File: src/rtl/adder_arbiter_pkg.sv
// Shared definitions for the adder arbiter slice.
// Contents: default sizing parameters and the arbiter FSM state encoding.
package adder_arbiter_pkg;

  localparam int DEFAULT_NUM_REQ = 4;
  localparam int DEFAULT_WIDTH   = 4;
  localparam int DEFAULT_ID_W    = 2;

  // IDLE: arbitrating, BUSY: add in flight, DONE: result/ack presented.
  typedef enum logic [1:0] {
    ST_IDLE = 2'd0,
    ST_BUSY = 2'd1,
    ST_DONE = 2'd2
  } state_t;

endpackage

File: src/rtl/adder_arbiter_if.sv
// Requester-side bus of the adder arbiter.
// Signals:
//   req       requester -> arbiter  per-requester level request
//   a_in/b_in requester -> arbiter  packed operands, slice i*WIDTH +: WIDTH
//   gnt       arbiter -> requester  one-hot grant while the op is in flight
//   ack       arbiter -> requester  one-hot one-cycle completion pulse
//   sum       arbiter -> requester  registered result
//   sum_id    arbiter -> requester  owner of sum
//   sum_valid arbiter -> requester  high together with ack
//   busy      arbiter -> requester  arbiter not idle
// Modports: master = requester side, slave = arbiter side.
interface adder_arbiter_if
  import adder_arbiter_pkg::*;
#(
  parameter int NUM_REQ = DEFAULT_NUM_REQ,
  parameter int WIDTH   = DEFAULT_WIDTH,
  parameter int ID_W    = DEFAULT_ID_W
);

  logic [NUM_REQ-1:0]       req;
  logic [NUM_REQ*WIDTH-1:0] a_in;
  logic [NUM_REQ*WIDTH-1:0] b_in;
  logic [NUM_REQ-1:0]       gnt;
  logic [NUM_REQ-1:0]       ack;
  logic [WIDTH-1:0]         sum;
  logic [ID_W-1:0]          sum_id;
  logic                     sum_valid;
  logic                     busy;

  modport master (
    output req, a_in, b_in,
    input  gnt, ack, sum, sum_id, sum_valid, busy
  );

  modport slave (
    input  req, a_in, b_in,
    output gnt, ack, sum, sum_id, sum_valid, busy
  );

endinterface

File: src/rtl/adder_arbiter_rr_picker.sv
// Combinational round-robin picker: scans req starting at index ptr and
// wrapping modulo NUM_REQ, reporting the first asserted index.
// Ports: req (requests), ptr (scan start), id (winner), found (any req set).
module rr_picker
  import adder_arbiter_pkg::*;
#(
  parameter int NUM_REQ = DEFAULT_NUM_REQ,
  parameter int ID_W    = DEFAULT_ID_W
) (
  input  logic [NUM_REQ-1:0] req,
  input  logic [ID_W-1:0]    ptr,
  output logic [ID_W-1:0]    id,
  output logic               found
);

  // First hit wins; later hits are masked by found.
  always_comb begin
    id    = '0;
    found = 1'b0;
    for (int k = 0; k < NUM_REQ; k++) begin
      if (!found && req[(int'(ptr) + k) % NUM_REQ]) begin
        found = 1'b1;
        id    = ID_W'((int'(ptr) + k) % NUM_REQ);
      end else begin
        found = found;
      end
    end
  end

endmodule

File: src/rtl/ripple_adder.sv
// Plain ripple-carry adder, sum = (a + b) mod 2^WIDTH, no carry out.
// Ports: a, b (WIDTH operands), sum (WIDTH result).
module ripple_adder
  import adder_arbiter_pkg::*;
#(
  parameter int WIDTH = DEFAULT_WIDTH
) (
  input  logic [WIDTH-1:0] a,
  input  logic [WIDTH-1:0] b,
  output logic [WIDTH-1:0] sum
);

  logic carry;

  // Bit-serial carry chain; the carry out of the top bit is discarded.
  always_comb begin
    carry = 1'b0;
    sum   = '0;
    for (int i = 0; i < WIDTH; i++) begin
      sum[i] = a[i] ^ b[i] ^ carry;
      carry  = (a[i] & b[i]) | (carry & (a[i] ^ b[i]));
    end
  end

endmodule

File: src/rtl/adder_arbiter.sv
// Round-robin arbiter sharing one ripple_adder among NUM_REQ requesters.
// One operation takes three cycles: IDLE (arbitrate and capture operands),
// BUSY (add from captured operands), DONE (ack/sum_valid pulse).
// Ports:
//   clock  rising-edge system clock
//   reset  synchronous active-high reset
//   bus    adder_arbiter_if slave modport (req/operands in, grant/result out)
module adder_arbiter
  import adder_arbiter_pkg::*;
#(
  parameter int NUM_REQ = DEFAULT_NUM_REQ,
  parameter int WIDTH   = DEFAULT_WIDTH,
  parameter int ID_W    = DEFAULT_ID_W
) (
  input  logic            clock,
  input  logic            reset,
  adder_arbiter_if.slave  bus
);

  state_t               state;
  state_t               next_state;
  logic [ID_W-1:0]      ptr;
  logic [ID_W-1:0]      id;
  logic [WIDTH-1:0]     op_a;
  logic [WIDTH-1:0]     op_b;
  logic [ID_W-1:0]      win_id;
  logic                 win_found;
  logic [WIDTH-1:0]     sel_a;
  logic [WIDTH-1:0]     sel_b;
  logic [WIDTH-1:0]     add_out;
  logic [NUM_REQ-1:0]   gnt_reg;
  logic [NUM_REQ-1:0]   ack_reg;
  logic [WIDTH-1:0]     sum_reg;
  logic [ID_W-1:0]      sum_id_reg;
  logic                 valid_reg;
  logic                 busy_reg;

  function automatic logic [NUM_REQ-1:0] onehot(input logic [ID_W-1:0] idx);
    logic [NUM_REQ-1:0] v;
    v      = '0;
    v[idx] = 1'b1;
    return v;
  endfunction

  rr_picker #(
    .NUM_REQ (NUM_REQ),
    .ID_W    (ID_W)
  ) u_picker (
    .req   (bus.req),
    .ptr   (ptr),
    .id    (win_id),
    .found (win_found)
  );

  ripple_adder #(
    .WIDTH (WIDTH)
  ) u_adder (
    .a   (op_a),
    .b   (op_b),
    .sum (add_out)
  );

  // Operand mux for the current arbitration winner.
  always_comb begin
    sel_a = '0;
    sel_b = '0;
    for (int k = 0; k < NUM_REQ; k++) begin
      if (ID_W'(k) == win_id) begin
        sel_a = bus.a_in[k*WIDTH +: WIDTH];
        sel_b = bus.b_in[k*WIDTH +: WIDTH];
      end else begin
        sel_a = sel_a;
        sel_b = sel_b;
      end
    end
  end

  // FSM state register.
  always_ff @(posedge clock) begin
    if (reset) begin
      state <= ST_IDLE;
    end else begin
      state <= next_state;
    end
  end

  // FSM next-state logic.
  always_comb begin
    next_state = state;
    case (state)
      ST_IDLE: begin
        if (win_found) begin
          next_state = ST_BUSY;
        end else begin
          next_state = ST_IDLE;
        end
      end
      ST_BUSY: next_state = ST_DONE;
      ST_DONE: next_state = ST_IDLE;
      default: next_state = ST_IDLE;
    endcase
  end

  // Operand capture, registered outputs and round-robin pointer update.
  always_ff @(posedge clock) begin
    if (reset) begin
      ptr        <= '0;
      id         <= '0;
      op_a       <= '0;
      op_b       <= '0;
      gnt_reg    <= '0;
      ack_reg    <= '0;
      sum_reg    <= '0;
      sum_id_reg <= '0;
      valid_reg  <= 1'b0;
      busy_reg   <= 1'b0;
    end else begin
      case (state)
        ST_IDLE: begin
          if (win_found) begin
            id       <= win_id;
            op_a     <= sel_a;
            op_b     <= sel_b;
            gnt_reg  <= onehot(win_id);
            busy_reg <= 1'b1;
          end else begin
            busy_reg <= 1'b0;
          end
        end
        ST_BUSY: begin
          sum_reg    <= add_out;
          sum_id_reg <= id;
          valid_reg  <= 1'b1;
          ack_reg    <= onehot(id);
        end
        ST_DONE: begin
          gnt_reg   <= '0;
          ack_reg   <= '0;
          valid_reg <= 1'b0;
          busy_reg  <= 1'b0;
          // Rotate priority to just past the requester that was served.
          if (id == ID_W'(NUM_REQ - 1)) begin
            ptr <= '0;
          end else begin
            ptr <= id + ID_W'(1);
          end
        end
        default: begin
          gnt_reg   <= '0;
          ack_reg   <= '0;
          valid_reg <= 1'b0;
          busy_reg  <= 1'b0;
        end
      endcase
    end
  end

  assign bus.gnt       = gnt_reg;
  assign bus.ack       = ack_reg;
  assign bus.sum       = sum_reg;
  assign bus.sum_id    = sum_id_reg;
  assign bus.sum_valid = valid_reg;
  assign bus.busy      = busy_reg;

endmodule
File: src/flat_wrapper.sv
// flat-port wrapper written by rule: the top's interface ports become plain ports
module adder_arbiter_flat import adder_arbiter_pkg::*;
#(
  parameter int NUM_REQ = DEFAULT_NUM_REQ,
  parameter int WIDTH   = DEFAULT_WIDTH,
  parameter int ID_W    = DEFAULT_ID_W
)
  (clock, reset, bus_req, bus_a_in, bus_b_in, bus_gnt, bus_ack, bus_sum, bus_sum_id, bus_sum_valid, bus_busy);
  adder_arbiter_if #(.NUM_REQ(NUM_REQ), .WIDTH(WIDTH), .ID_W(ID_W)) bus_i ();
  input  logic clock;
  input  logic reset;
  input wire logic [$bits(bus_i.req)-1:0] bus_req;
  input wire logic [$bits(bus_i.a_in)-1:0] bus_a_in;
  input wire logic [$bits(bus_i.b_in)-1:0] bus_b_in;
  output wire logic [$bits(bus_i.gnt)-1:0] bus_gnt;
  output wire logic [$bits(bus_i.ack)-1:0] bus_ack;
  output wire logic [$bits(bus_i.sum)-1:0] bus_sum;
  output wire logic [$bits(bus_i.sum_id)-1:0] bus_sum_id;
  output wire logic [$bits(bus_i.sum_valid)-1:0] bus_sum_valid;
  output wire logic [$bits(bus_i.busy)-1:0] bus_busy;
  assign bus_i.req = bus_req;
  assign bus_i.a_in = bus_a_in;
  assign bus_i.b_in = bus_b_in;
  assign bus_gnt = bus_i.gnt;
  assign bus_ack = bus_i.ack;
  assign bus_sum = bus_i.sum;
  assign bus_sum_id = bus_i.sum_id;
  assign bus_sum_valid = bus_i.sum_valid;
  assign bus_busy = bus_i.busy;
  adder_arbiter #(.NUM_REQ(NUM_REQ), .WIDTH(WIDTH), .ID_W(ID_W)) u_core (.clock(clock), .reset(reset), .bus(bus_i));
endmodule
File: config.mk
export PLATFORM = sky130hd
export DESIGN_NAME = adder_arbiter_flat
export DESIGN_NICKNAME = d
export VERILOG_FILES = /design/src/rtl/adder_arbiter_pkg.sv /design/src/rtl/adder_arbiter_if.sv /design/src/rtl/adder_arbiter_rr_picker.sv /design/src/rtl/ripple_adder.sv /design/src/rtl/adder_arbiter.sv /design/src/flat_wrapper.sv
export SDC_FILE = /design/constraint.sdc
export NUM_CORES = 1
export LEC_CHECK = 0
export CAP_MARGIN = 20
export CORE_AREA = 2 2 66 68
export CTS_CLUSTER_DIAMETER = 100
export DETAILED_ROUTE_END_ITERATION = 8
export DIE_AREA = 0 0 68 70
export GPL_TIMING_DRIVEN = 0
export PLACE_DENSITY = 0.74
export SYNTH_ARGS = -nofsm -noshare
export SYNTH_HDL_FRONTEND = slang
export SYNTH_SLANG_ARGS = --single-unit
File: constraint.sdc
create_clock -name clock -period 1.6 [get_ports clock]
set_input_delay 0.24 -clock clock [delete_from_list [all_inputs] [get_ports clock]]
set_output_delay 0.24 -clock clock [all_outputs]
set_load 0.005 [all_outputs]
==> results.yml, run 1 <==
clock_tree:
  clk_latency_ns: 0.27
  tritoncts: "done"
  cts_sinks: 30
  numCtsBuffers: 5
  clock_path_buffers: 2
  cts-htree-levels: 2
  path_clk_slew_ns: 0.06
  clock-root-buffer: "clkbuf_8"
yosys:
  synthesis.instances: 174
  synth_nets: 219
  synth_top_area_share_pct: 38.62
  synth_area_leader_cell: "dfxtp_1"
  ys_top_cells_by_area: "dfxtp_1, mux2i_1, nor2_1, nand2_1, ha_1"
  async_flop_share_pct: 0
  yosys-top-cells-count: "dfxtp_1, mux2i_1, nor2_1"
  yosysSeqAreaShare_pct: 38.62
  synth-edff-count: 0
  ys_ff_latch: 30
  yosysMostFrequentCell: "dfxtp_1"
  synth_cell_types: 32
  synthFlopType: "dfxtp_1"
  synth_area_sq_um: 1555
  yosysWarnings: 0
  syn_area_per_cell_sq_um: 8.938
sta:
  fin_skew_ns: 0.003172
  setup_violations: 2
  max_freq_ghz: 0.5939
  min_period_over_period_pct: 105.2
  final.setup.worst_slack_ns: -0.08391
  period_needed_ns: 1.684
  hold_violations: 0
  rsz0062_at_grt: "yes"
  slew_headroom_pct: 70.83
  drv_slew: 0
  worstMarginPinSlew_ns: 0.4375
  setup_tns_ns: -0.09822
floorplan:
  io_pins: 54
  die-area_sq_um: 4760
  die_w_microns: 68
  coreArea_sq_um: 4144
  rows: 24
  start_util_pct: 37.53
  die_h_microns: 70
setup_path:
  r2r_slack_ns: -0.08
  crit_path_start: "u_core.op_a[0]"
  crit_end: "u_core.bus.sum[3]"
  cp.arrival_ns: 1.84
  end_kind: "flip-flop"
  critical_path_class: "reg -> reg"
  crit_required_ns: 1.75
  r2r_cells: 9
  r2r_end: "u_core.bus.sum[3]"
  r2r-start: "u_core.op_a[0]"
  critical_path_peak_fanout: 2
  critPathLaunchType: "flip-flop"
routing:
  drc: 0
  dr.pass1.iters: 4
  routed_wirelength_microns: 3404
  viasPerCell: 4.760
  drt-wirelength-per-cell_microns: 11.66
  drtAntennaViolNets: 0
  via_count: 1390
  drt-initial-drc-count: 40
hold_path:
  whs_path_depth: 2
  hold_class: "reg -> reg"
placement:
  dp.cells: 279
  gp_congestion: 0.7628
  dp_hpwl_microns: 2542
  port_buffers: 53
global_route:
  grt_max_degree: 11
  first_global_vias: 1236
  grt-ovfl-total: 0
  grt_use_total_pct: 15.24
  antenna_found_initial: 0
  grt_first_pass_wirelength_microns: 5520
status:
  status: "finished with violations"
  failed_checks: "negative setup slack"
layout:
  n_antenna_cell: 0
  area_delta_synth_final_pct: 53.34
  final-instance-count-excl-fill: 292
  drive_gt1_share_pct: 17.92
  nNetsFinal: 285
pwr:
  powerDensity_nw_per_um2: 797.6
  max-vdd-ir-drop_mv: 0.3954
  p_leak_nw: 0.9231
  finalPower_mw: 1.902
run:
  maxCapViolations: 0
## layer usage
layer / part of all wire, % / GRT usage, % / vias up
li1: - / - / 731
met1: 46 / 19.47 / 620
met2: 49 / 23.95 / 37
met3: 4.3 / 4.187 / 2
met4: 1.0 / 6.000 / 0
met5: 0 / 0 / -
## what timing repair did
| action | 4_1_cts | 5_1_grt |
|---|---|---|
| endpoints found under the setup margin | 17 | 14 |
| resized for setup | 21 | 21 |
| hold buffers | 0 | 0 |
| setup buffers | 4 | 2 |
| cloned | 1 | 0 |
| pin swaps | 4 | 6 |
| endpoints found under the hold margin | 0 | 0 |
## logic make-up (layout without fill, tap and decap cells)
logic type / count (synthesis) / after routing / synth area share (%)
muxes: 19 / 19 / 12.23
DFF: 30 / 30 / 38.62
and+or+nand+nor: 61 / 61 / 20.59
adders and majority gates: 7 / 7 / 6.597
buffers and inverters: 17 / 83 / 5.229
AOI/OAI and AO/OA: 38 / 38 / 15.61
xor gates and xnor gates: 2 / 2 / 1.127
## how the worst min path moves through the flow
| stage | start | end | slack, ns |
|---|---|---|---|
| 2_1_floorplan | u_core.bus.gnt[0] | u_core.bus.gnt[0] | 0.45 |
| 3_3_place_gp | u_core.bus.gnt[2] | u_core.bus.gnt[2] | 0.45 |
| 3_5_place_dp | u_core.bus.gnt[2] | u_core.bus.gnt[2] | 0.45 |
| 4_1_cts | u_core.bus.gnt[2] | u_core.bus.gnt[2] | 0.45 |
| 5_1_grt | u_core.bus.gnt[2] | u_core.bus.gnt[2] | 0.47 |
| 6_report | u_core.bus.gnt[2] | u_core.bus.gnt[2] | 0.45 |
## placed cells by master (no fill, tap or decap), types with 4 or more instances in the layout
cell type and count:
clkbuf_1 5, ha_1 4, o211ai_1 8, mux2i_1 18, and3_1 8, o21ai_1 6, clkbuf_8 5, clkdlybuf4s50_1 48
nor2_1 16, dfxtp_1 25, buf_4 6, a21boi_0 8, inv_1 6, a21oi_1 7, nand2_1 16
## metrics by stage
step           worst slack (ns)  util, %  hold WS (ns)  instance area [sq um]
6_report               -0.08391    57.55        0.4512                   2385
5_1_grt                 -0.1408    57.55        0.4719                   2385
4_1_cts                -0.09158    56.40        0.4539                   2337
2_1_floorplan         -0.002373        -        0.4482                   1572
3_3_place_gp            -0.5693    52.29        0.4459                   2167
3_5_place_dp            -0.5684    52.29        0.4464                   2167
## critical path: stages, from the launching register on
cell and delay [ns]:
dfxtp_2 0.33, ha_4 0.15, inv_2 0.05, fa_2 0.18
inv_2 0.04, fa_2 0.35, xnor2_2 0.14, xnor2_1 0.13
mux2i_1 0.14, nor2_1 0.05
## layout make-up
cell class	count	area (sq um)
inverters	8	30.03
repair buffers	60	600.6
fillers	385	1759
flip-flops and latches	30	611.8
clock buffers	7	76.32
plain buffers	8	48.80
multi-input cells	127	952.2
well taps	52	65.06
## power breakdown
part	internal, mW	total [mW]	leakage (nW)	switching [mW]
Combinational	0.292	0.499	0.636	0.206
Sequential	0.814	0.863	0.248	0.0481
Clock	0.298	0.541	0.0383	0.243
Total	1.40	1.90	0.923	0.497
Note: power is estimated with default switching activity, not from simulation.
==> run 2, diff against run 1 <==
--- a/config.mk
+++ b/config.mk
@@ -6,12 +6,14 @@
 export NUM_CORES = 1
 export LEC_CHECK = 0
 export CAP_MARGIN = 20
-export CORE_AREA = 2 2 66 68
+export CORE_AREA = 2 2 64 66
+export CTS_BUF_LIST = sky130_fd_sc_hd__clkbuf_4 sky130_fd_sc_hd__clkbuf_8
 export CTS_CLUSTER_DIAMETER = 100
 export DETAILED_ROUTE_END_ITERATION = 8
-export DIE_AREA = 0 0 68 70
+export DIE_AREA = 0 0 66 68
 export GPL_TIMING_DRIVEN = 0
-export PLACE_DENSITY = 0.74
+export PLACE_DENSITY = 0.78
+export SLEW_MARGIN = 5
 export SYNTH_ARGS = -nofsm -noshare
 export SYNTH_HDL_FRONTEND = slang
 export SYNTH_SLANG_ARGS = --single-unit
==> constraint.sdc (replaced) <==
create_clock -name clock -period 1.4 [get_ports clock]
set_input_delay 0.21 -clock clock [delete_from_list [all_inputs] [get_ports clock]]
set_output_delay 0.21 -clock clock [all_outputs]
set_load 0.005 [all_outputs]
==> run 2 against run 1 <==
The run still ends with negative setup slack left. Clock skew grew 0.0049 ns. Clock power up 27%. Wire length grew 26%. Global-route usage rose by 5.2 points. First-iteration DRC count up 93%. Die area shrank 5.7%. Sequential cell count did not move. Combinational power is 38% higher. Total power up 24%. Critical path depth is the same. Non-clock buffer count up 8. Design area increased by 10%. Critical endpoint unchanged. Largest cell class unchanged. Largest power group unchanged.
==> results.yml, run 2 (synthesis gave the netlist of run 1 again) <==
hold_path:
  hold_class: "in -> reg"
  whs_path_depth: 4
  min_to: "u_core.op_a[0]"
  hold_path_startpoint: "reset"
clock_tree:
  tritoncts: "done"
  clock_path_buffers: 2
  numCtsBuffers: 5
  clock-root-buffer: "clkbuf_8"
  cts_sinks: 30
  path_clk_slew_ns: 0.06
  cts-htree-levels: 2
  postCtsHoldBufs: 0
  clk_latency_ns: 0.28
routing:
  drc: 0
  drt-initial-drc-count: 77
  drt-wirelength-per-cell_microns: 14.42
  via_count: 1491
  drtAntennaViolNets: 0
  routed_wirelength_microns: 4282
  viasPerCell: 5.020
  dr.pass1.iters: 4
global_route:
  antenna_found_initial: 0
  first_global_vias: 1523
  grt-ovfl-total: 0
  grt_use_total_pct: 20.46
  grt_first_pass_wirelength_microns: 6872
  grt_max_degree: 11
setup_path:
  worst-path-buf-inv: 2
  critical_path.top_delay_family: "adder cells"
  r2r_end: "u_core.bus.sum[3]"
  crit_required_ns: 1.55
  slowest_stage: "fa_2"
  critical_path_peak_fanout: 2
  r2r_cells: 9
  critPathLaunchType: "flip-flop"
  r2r-start: "u_core.op_b[0]"
  r2r_slack_ns: -0.32
  cp.arrival_ns: 1.87
  critical_path_class: "reg -> reg"
  end_kind: "flip-flop"
  cpPeakStageDelay_ns: 0.35
  crit_chain: "ha_4 > inv_2 > fa_2 > inv_2 > fa_2 > xnor2_2 > xnor2_1 > mux2i_1 > nor2_1"
layout:
  final_cell_mix: "clkdlybuf4s50_1, dfxtp_1, mux2i_1"
  n_antenna_cell: 0
  drive_gt1_share_pct: 30.77
  final_core_util_pct: 68.07
  fill_cells: 311
  final_common_cell: "clkdlybuf4s50_1"
  nNetsFinal: 293
  final-instance-count-excl-fill: 297
  area_delta_synth_final_pct: 68.79
  finalInstanceArea_sq_um: 2625
sta:
  min_period_over_period_pct: 122.8
  final.setup.worst_slack_ns: -0.3190
  rsz0062_at_grt: "yes"
  fin_skew_ns: 0.008053
  max_freq_ghz: 0.5817
  setup_violations: 16
  period_needed_ns: 1.719
  worstMarginPinSlew_ns: 0.4201
  drv_slew: 0
  slew_headroom_pct: 72.00
  hold_violations: 0
status:
  failed_checks: "negative setup slack"
  status: "finished with violations"
pwr:
  powerDensity_nw_per_um2: 901.7
  p_leak_nw: 1.003
  max-vdd-ir-drop_mv: 0.3900
floorplan:
  die_w_microns: 66
  die-area_sq_um: 4488
  die_h_microns: 68
  start_util_pct: 40.33
  rows: 23
  coreArea_sq_um: 3856
  io_pins: 54
placement:
  port_buffers: 53
  gp_congestion: 0.7729
  placed_area_sq_um: 2181
  dp_hpwl_microns: 2604
  dp.cells: 277
run:
  maxCapViolations: 0
run 2: layout make-up:
cell class	count	area (sq um)	share of cell area [%]
buffer	6	51.30	1.954
clock buffer	6	82.58	3.146
inverter	8	30.03	1.144
multi-input combinational	127	1086	41.37
sequential	30	609.3	23.21
tap	50	62.56	2.383
timing repair buffer	70	703.2	26.79
run 2: power breakdown:
group	internal, mW	switching, mW	total [mW]
clock	0.378	0.307	0.685
sequential	0.931	0.0599	0.991
combinational	0.399	0.292	0.691
total	1.71	0.659	2.37
run 2: worst max-delay path by stage:
stage                               from                 to  slack, ns  cells after the start
after floorplan           u_core.op_a[0]  u_core.bus.sum[3]      -0.20                      9
after global placement        bus_req[0]     u_core.op_a[0]      -0.74                      8
after detailed placement      bus_req[2]     u_core.op_b[2]      -0.75                      7
after CTS                 u_core.op_b[0]  u_core.bus.sum[3]      -0.29                      9
after global routing      u_core.op_b[0]  u_core.bus.sum[3]      -0.38                      9
final                     u_core.op_b[0]  u_core.bus.sum[3]      -0.32                      9
run 2: tightest hold or removal path, delay by kind of cell:
| family | cells | cell delay [ns] |
|---|---|---|
| buffers and inverters | 1 | 0.17 |
| AOI/OAI and AO/OA | 1 | 0.07 |
| and+or+nand+nor | 2 | 0.20 |
run 2: through the flow:
step                hold WS, ns  worst slack [ns]  power (mW)  setup TNS (ns)
global placement         0.4467           -0.7382       1.514          -10.61
CTS                      0.4647           -0.2935       2.345          -1.598
floorplan                0.4221           -0.2024       1.290          -1.281
detailed placement       0.4498           -0.7521       1.526          -11.22
finish                   0.4220           -0.3190       2.367          -2.014
global route             0.4477           -0.3834       2.463          -3.058
run 2: metal layers:
metal	track usage (%)	wire (microns)	up-vias
met5	0	0	-
met4	9.439	90	0
met2	38.01	2238	47
li1	-	-	748
met1	23.00	1753	687
met3	3.289	199	9
run 2: what timing repair did:
| item | in CTS | in global routing |
|---|---|---|
| resized for setup | 62 | 23 |
| buffers inserted | 16 | 0 |
| pin swaps | 29 | 11 |
| cloned | 2 | 0 |
| endpoints found under the setup margin | 20 | 21 |
==> run 3, diff against run 2 <==
==> constraint.sdc (replaced) <==
create_clock -name clock -period 1.4 [get_ports clock]
set_input_delay 0.28 -clock clock [delete_from_list [all_inputs] [get_ports clock]]
set_output_delay 0.28 -clock clock [all_outputs]
set_load 0.005 [all_outputs]
==> run 3 against run 2 <==
The flow still finishes with violations (negative setup slack). Clock skew is 0.0014 ns lower. Clock power is 1% lower. Via count is 0.74% lower. Cell count is the same. Fmax rose by 0.38%. Design area fell by 0.91%.
==> results.yml, run 3 (synthesis gave the netlist of run 1 again) <==
placement:
  pre_cts_slack_ns: -0.8221
  port_buffers: 53
  gp_congestion: 0.7729
  dp_hpwl_microns: 2604
setup_path:
  slowest_stage: "fa_2"
  critPathLaunchType: "flip-flop"
  critical_path.top_delay_family: "adder cells"
  critical_path_class: "reg -> reg"
  r2r-start: "u_core.op_b[0]"
  cp.arrival_ns: 1.87
  cpPeakStageDelay_ns: 0.35
  crit_required_ns: 1.55
  crit_chain: "ha_4 > inv_2 > fa_2 > inv_2 > fa_2 > xnor2_2 > xnor2_1 > mux2i_1 > nor2_1"
  worst-path-buf-inv: 2
  r2r_slack_ns: -0.31
  crit_path_start: "u_core.op_b[0]"
  critical_path_peak_fanout: 2
  end_kind: "flip-flop"
routing:
  dr.pass1.iters: 4
  via_count: 1480
  routed_wirelength_microns: 4089
  drt-wirelength-per-cell_microns: 13.77
  drc: 0
  drt-initial-drc-count: 74
  drtAntennaViolNets: 0
  viasPerCell: 4.983
layout:
  nNetsFinal: 293
  seq_area_sq_um: 610.6
  fill_cells: 310
  area_delta_synth_final_pct: 67.26
  final_common_cell: "clkdlybuf4s50_1"
  final_cell_mix: "clkdlybuf4s50_1, dfxtp_1, mux2i_1"
  multi_input_area_sq_um: 1042
  n_antenna_cell: 0
  drive_gt1_share_pct: 29.15
run:
  maxCapViolations: 0
global_route:
  grt_use_total_pct: 19.31
  first_global_vias: 1443
  grt_max_degree: 11
  grtUsageMet2_pct: 35.48
  grt-ovfl-total: 0
  grt_first_pass_wirelength_microns: 6541
  antenna_found_initial: 0
  grt_util_met1_pct: 21.88
  use_met3_pct: 3.125
  busiest_layer: "met2"
sta:
  rsz0062_at_grt: "yes"
  fin_skew_ns: 0.006700
  setup_violations: 14
  slew_headroom_pct: 72.56
  max_freq_ghz: 0.5839
  hold_violations: 0
  drv_slew: 0
  period_needed_ns: 1.712
  worstMarginPinSlew_ns: 0.4116
  setup_tns_ns: -2.077
  min_period_over_period_pct: 122.3
  whs_ns: 0.4587
  final.setup.worst_slack_ns: -0.3125
hold_path:
  hold_path_startpoint: "u_core.bus.gnt[2]"
  hold_class: "reg -> reg"
floorplan:
  rows: 23
  die_h_microns: 68
  die-area_sq_um: 4488
  coreArea_sq_um: 3856
  die_w_microns: 66
  io_pins: 54
  start_util_pct: 40.33
pwr:
  max-vdd-ir-drop_mv: 0.3901
  p_leak_nw: 1.188
  powerDensity_nw_per_um2: 894.0
clock_tree:
  cts-htree-levels: 2
  clock-root-buffer: "clkbuf_8"
  cts_sinks: 30
  clock_path_buffers: 2
  tritoncts: "done"
  numCtsBuffers: 5
  clk_latency_ns: 0.28
  path_clk_slew_ns: 0.06
status:
  status: "finished with violations"
  failed_checks: "negative setup slack"
## run 3: cell types whose count changed in the layout (fill, tap and decap cells not counted), moves of 2 or more
cell / previous run / this run
dlymetal6s2s_1: 1 / 12
mux2i_1: 17 / 19
a21boi_0: 1 / 4
buf_4: 5 / 7
clkdlybuf4s15_2: 0 / 2
dlygate4sd2_1: 2 / 4
a21boi_1: 6 / 4
clkdlybuf4s50_1: 48 / 34
buf_6: 10 / 7
## run 3: worst register-to-register path: cells and delay by family (launching register included)
kind	cells	cell delay, ns
xor+xnor	2	0.29
fa+ha+maj	3	0.68
buf+inv	2	0.08
flops	1	0.34
mux	1	0.15
simple gates	1	0.05
## run 3: cell type report
cell class	instances	area share, %
Buffer	7	2.165
Clock buffer	6	3.175
Inverter	8	1.154
Multi-Input combinational cell	127	40.07
Sequential cell	30	23.47
Tap cell	50	2.405
Timing Repair Buffer	69	27.56
## run 3: per-stage QoR
stage / cell area [sq um] / util (%) / cells / total power [mW]
finish: 2601 / 67.46 / 297 / 2.326
global route: 2601 / 67.46 / 297 / 2.429
CTS: 2507 / 65.02 / 297 / 2.300
detailed placement: 2181 / 56.55 / 277 / 1.526
global placement: 2181 / 56.55 / 277 / 1.514
floorplan: 1588 / - / 174 / 1.290
## run 3: worst paths after layout
kind,endpoint,depth (start not counted)
hold / removal,u_core.bus.gnt[2],2
hold reg to reg,u_core.bus.gnt[2],2
setup reg to reg,u_core.bus.sum[3],9
setup / recovery,u_core.bus.sum[3],9
## run 3: power breakdown
group / switching (mW) / internal (mW)
logic: 0.279 / 0.377
clock network: 0.300 / 0.378
registers: 0.0602 / 0.931
## run 3: layer usage
metal	part of all wire, %	wire (microns)
met1	42	1710
met2	51	2080
met3	4.6	190
met4	2.6	107
met5	0	0
## run 3: timing repair
| item | in CTS | in global routing |
|---|---|---|
| setup buffers | 13 | 2 |
| endpoints found under the hold margin | 0 | 0 |
| pin swaps | 14 | 14 |
| hold buffers | 0 | 0 |
| endpoints found under the setup margin | 27 | 33 |
| gates resized for setup | 51 | 34 |
| gates cloned | 2 | 0 |
==> RTL change: new RTL, settings of run 1 <==
Change the package constant `DEFAULT_WIDTH` from 4 to 5.
--- a/src/rtl/adder_arbiter_pkg.sv
+++ b/src/rtl/adder_arbiter_pkg.sv
@@ -3,7 +3,7 @@
 package adder_arbiter_pkg;
 
   localparam int DEFAULT_NUM_REQ = 4;
-  localparam int DEFAULT_WIDTH   = 4;
+  localparam int DEFAULT_WIDTH   = 5;
   localparam int DEFAULT_ID_W    = 2;
 
   // IDLE: arbitrating, BUSY: add in flight, DONE: result/ack presented.
Interface: changed (resized bus_a_in, bus_b_in and bus_sum); port bits go from 54 to 63. The function was not compared with the original's and may differ.
==> RTL change against run 1 <==
The run still ends with negative setup slack left; synthesized cell count is 25% higher; total power is 28% higher; non-clock buffer count is 22 higher; setup slack worse by 0.34 ns; area after synthesis is 19% higher; routed wire length is 66% higher; combinational power is 58% higher; final area is 31% higher; sequential share of layout area is 4.3 points lower; sequential cell count is 3 higher.
==> RTL change: results (changes against run 1) <==
- Hold Crit Class: reg2reg (unchanged)
- Commonest register cell after synthesis: dfxtp_1 (unchanged)
- Initial antenna violation count: 0 (unchanged)
- Worst hold start: u_core.bus.sum[2] (was u_core.bus.gnt[2])
- Final setup violation count: 15 (was 2)
- TritonCTS Buffers: 5 (unchanged)
- Inst Count DP: 332 (was 279)
- Final Skew: 0.00419 ns (was 0.00317 ns)
- Clock tree buffer depth: 2 (unchanged)
- Seq/Total Area, Yosys: 0.356 (was 0.386)
- Drt via density: 5.47 (was 4.76)
- Peak VDD IR: 0.447 mV (was 0.395 mV)
- NumNets Final: 356 (was 285)
- Multiplexer share of the synthesized area: 0.0323 (was 0.122)
- I/O Buffers: 62 (was 53)
- Synth cell count leaders: dfxtp_1 (33), nand3_1 (22), nand2_1 (20) (was dfxtp_1 (30), mux2i_1 (19), nor2_1 (19))
- Synth top area cells: dfxtp_1 (36%), nand3_1 (5.9%), nand2_1 (4.0%) (was dfxtp_1 (39%), mux2i_1 (12%), nor2_1 (4.6%))
- Largest net degree at the start of global routing: 11 (unchanged)
- Worst-path clk slew: 0.07 ns
- FFs w/ async S/R, synth: 0 (unchanged)
- Adder-cell area share of the yosys netlist: 0.0660 (about the same)
- Clock latency on the worst-skew pair: 0.29 ns (was 0.27 ns)
- Vias in the first global route: 1946 (was 1236)
- Synthesized net count: 272 (was 219)
- Failing checks: negative setup slack (unchanged)
- Crit Path Category: reg2reg (unchanged)
- Post-Syn Instances: 218 (was 174)
- Reg2Reg Launch Point: u_core.op_b[0] (was u_core.op_a[0])
- YS warnings: 0 (unchanged)
- Outcome: finished with violations (unchanged)
- Placed Area: 2590 sq um (was 2170 sq um)
- Antenna Cells: 0 (unchanged)
- Share of cells above drive strength 1: 0.337 (was 0.179)
- Clock root cell: clkbuf_8 (unchanged)
- Crit-path max FO: 2 (unchanged)
- First-pass GRT wire length: 9030 microns (was 5520 microns)
- Worst Tran Pin Value: 0.512 ns (was 0.437 ns)
- Hpwl dp: 3610 microns (was 2540 microns)
- Synth unique cells: 45 (was 32)
- Layout fillers: 296 (was 385)
- Synth Area in Compound Gates: 0.202 (was 0.156)
- Total wire length: 5660 microns (was 3400 microns)
- Pint: 0.00170 W (was 0.00140 W)
- Gpl congestion: 0.813 (was 0.763)
- 1st-iter DRT viols: 65 (was 40)
- H-tree levels: 2 (unchanged)
- DR WL/cell: 15.9 microns (was 11.7 microns)
- WP data arrival: 2.24 ns (was 1.84 ns)
- Pre-CTS setup slack: -0.819 ns (was -0.568 ns)
- Total track usage: 0.252 (was 0.152)
- LEAKAGE: 1.16 nW (was 0.923 nW)
- Detailed Routing Iterations Pass 1: 6 (was 4)
- Hold depth: 2 (unchanged)
- Post-route setup slack: -0.427 ns (was -0.0839 ns)
- R2R cell count: 10 (was 9)
- Post-route setup TNS: -2.44 ns (was -0.0982 ns)
- Post-synthesis xor/xnor area fraction: 0.00943 (was 0.0113)
RTL change: changes by cell type in the layout (fill, tap and decap cells not counted), moves of 6 or more:
cell / run 1 / this run
buf_6: 1 / 10
clkdlybuf4s50_1: 48 / 58
a21boi_0: 8 / 0
nand4_1: 0 / 6
o21ai_2: 1 / 7
a211o_1: 0 / 6
mux2i_1: 18 / 6
nand3_2: 0 / 19
and3_1: 8 / 0
a31oi_1: 0 / 6
o211ai_1: 8 / 0
RTL change: final timing paths:
path | slack (ns) | end
worst max-delay path | -0.43 | u_core.bus.sum[4]
worst min-delay path | 0.45 | u_core.bus.sum[2]
worst max register to register | -0.43 | u_core.bus.sum[4]
worst min register to register | 0.45 | u_core.bus.sum[2]
RTL change: cell families (layout without fill, tap and decap cells):
kind of cell,after synthesis,count (layout)
AOI/OAI and AO/OA,56,56
adders and majority gates,8,8
muxes,6,6
and+or+nand+nor,92,92
DFF,33,33
xor gates and xnor gates,2,2
buffers and inverters,21,106
RTL change: what timing repair did:
action | 4_1_cts | 5_1_grt
pin swaps | 31 | 26
hold endpoints to repair | 0 | 0
gates resized for setup | 59 | 34
gates cloned | 2 | 0
setup endpoints to repair | 25 | 24
buffers inserted | 11 | 4
RTL change: layout make-up:
cell class / count / area (sq um) / share of cell area
Multi-Input combinational cell: 164 / 1390 / 0.443
Timing Repair Buffer: 78 / 768 / 0.246
Sequential cell: 33 / 668 / 0.214
Buffer: 12 / 106 / 0.0340
Clock buffer: 7 / 96.3 / 0.0308
Tap cell: 52 / 65.1 / 0.0208
Inverter: 8 / 30.0 / 0.00961
Clock inverter: 1 / 5.00 / 0.00160
RTL change: power groups by stage:
stage | Clock [W] | Sequential, W | Combinational (W)
final | 0.000694 | 0.000952 | 0.000786
after global routing | 0.000739 | 0.000961 | 0.000848
after CTS | 0.000699 | 0.000949 | 0.000734
after detailed placement | 0 | 0.000962 | 0.000614
after global placement | 0 | 0.000960 | 0.000609
after floorplan | 0 | 0.000954 | 0.000357
RTL change: critical path, stage by stage, from the launching register on:
cell and delay (ns):
dfxtp_2 0.34, ha_4 0.15, inv_2 0.05, fa_2 0.19, inv_2 0.04, fa_2 0.33, fa_2 0.36, xnor2_2 0.17
xnor2_1 0.13, nand2_1 0.07, a21oi_1 0.14
RTL change: routing by layer:
| layer | GRT usage | vias up | part of all wire |
|---|---|---|---|
| met4 | 0.107 | 0 | 0.025 |
| met1 | 0.311 | 886 | 0.42 |
| li1 | - | 965 | - |
| met2 | 0.414 | 78 | 0.50 |
| met5 | 0 | - | 0 |
| met3 | 0.0548 | 13 | 0.055 |
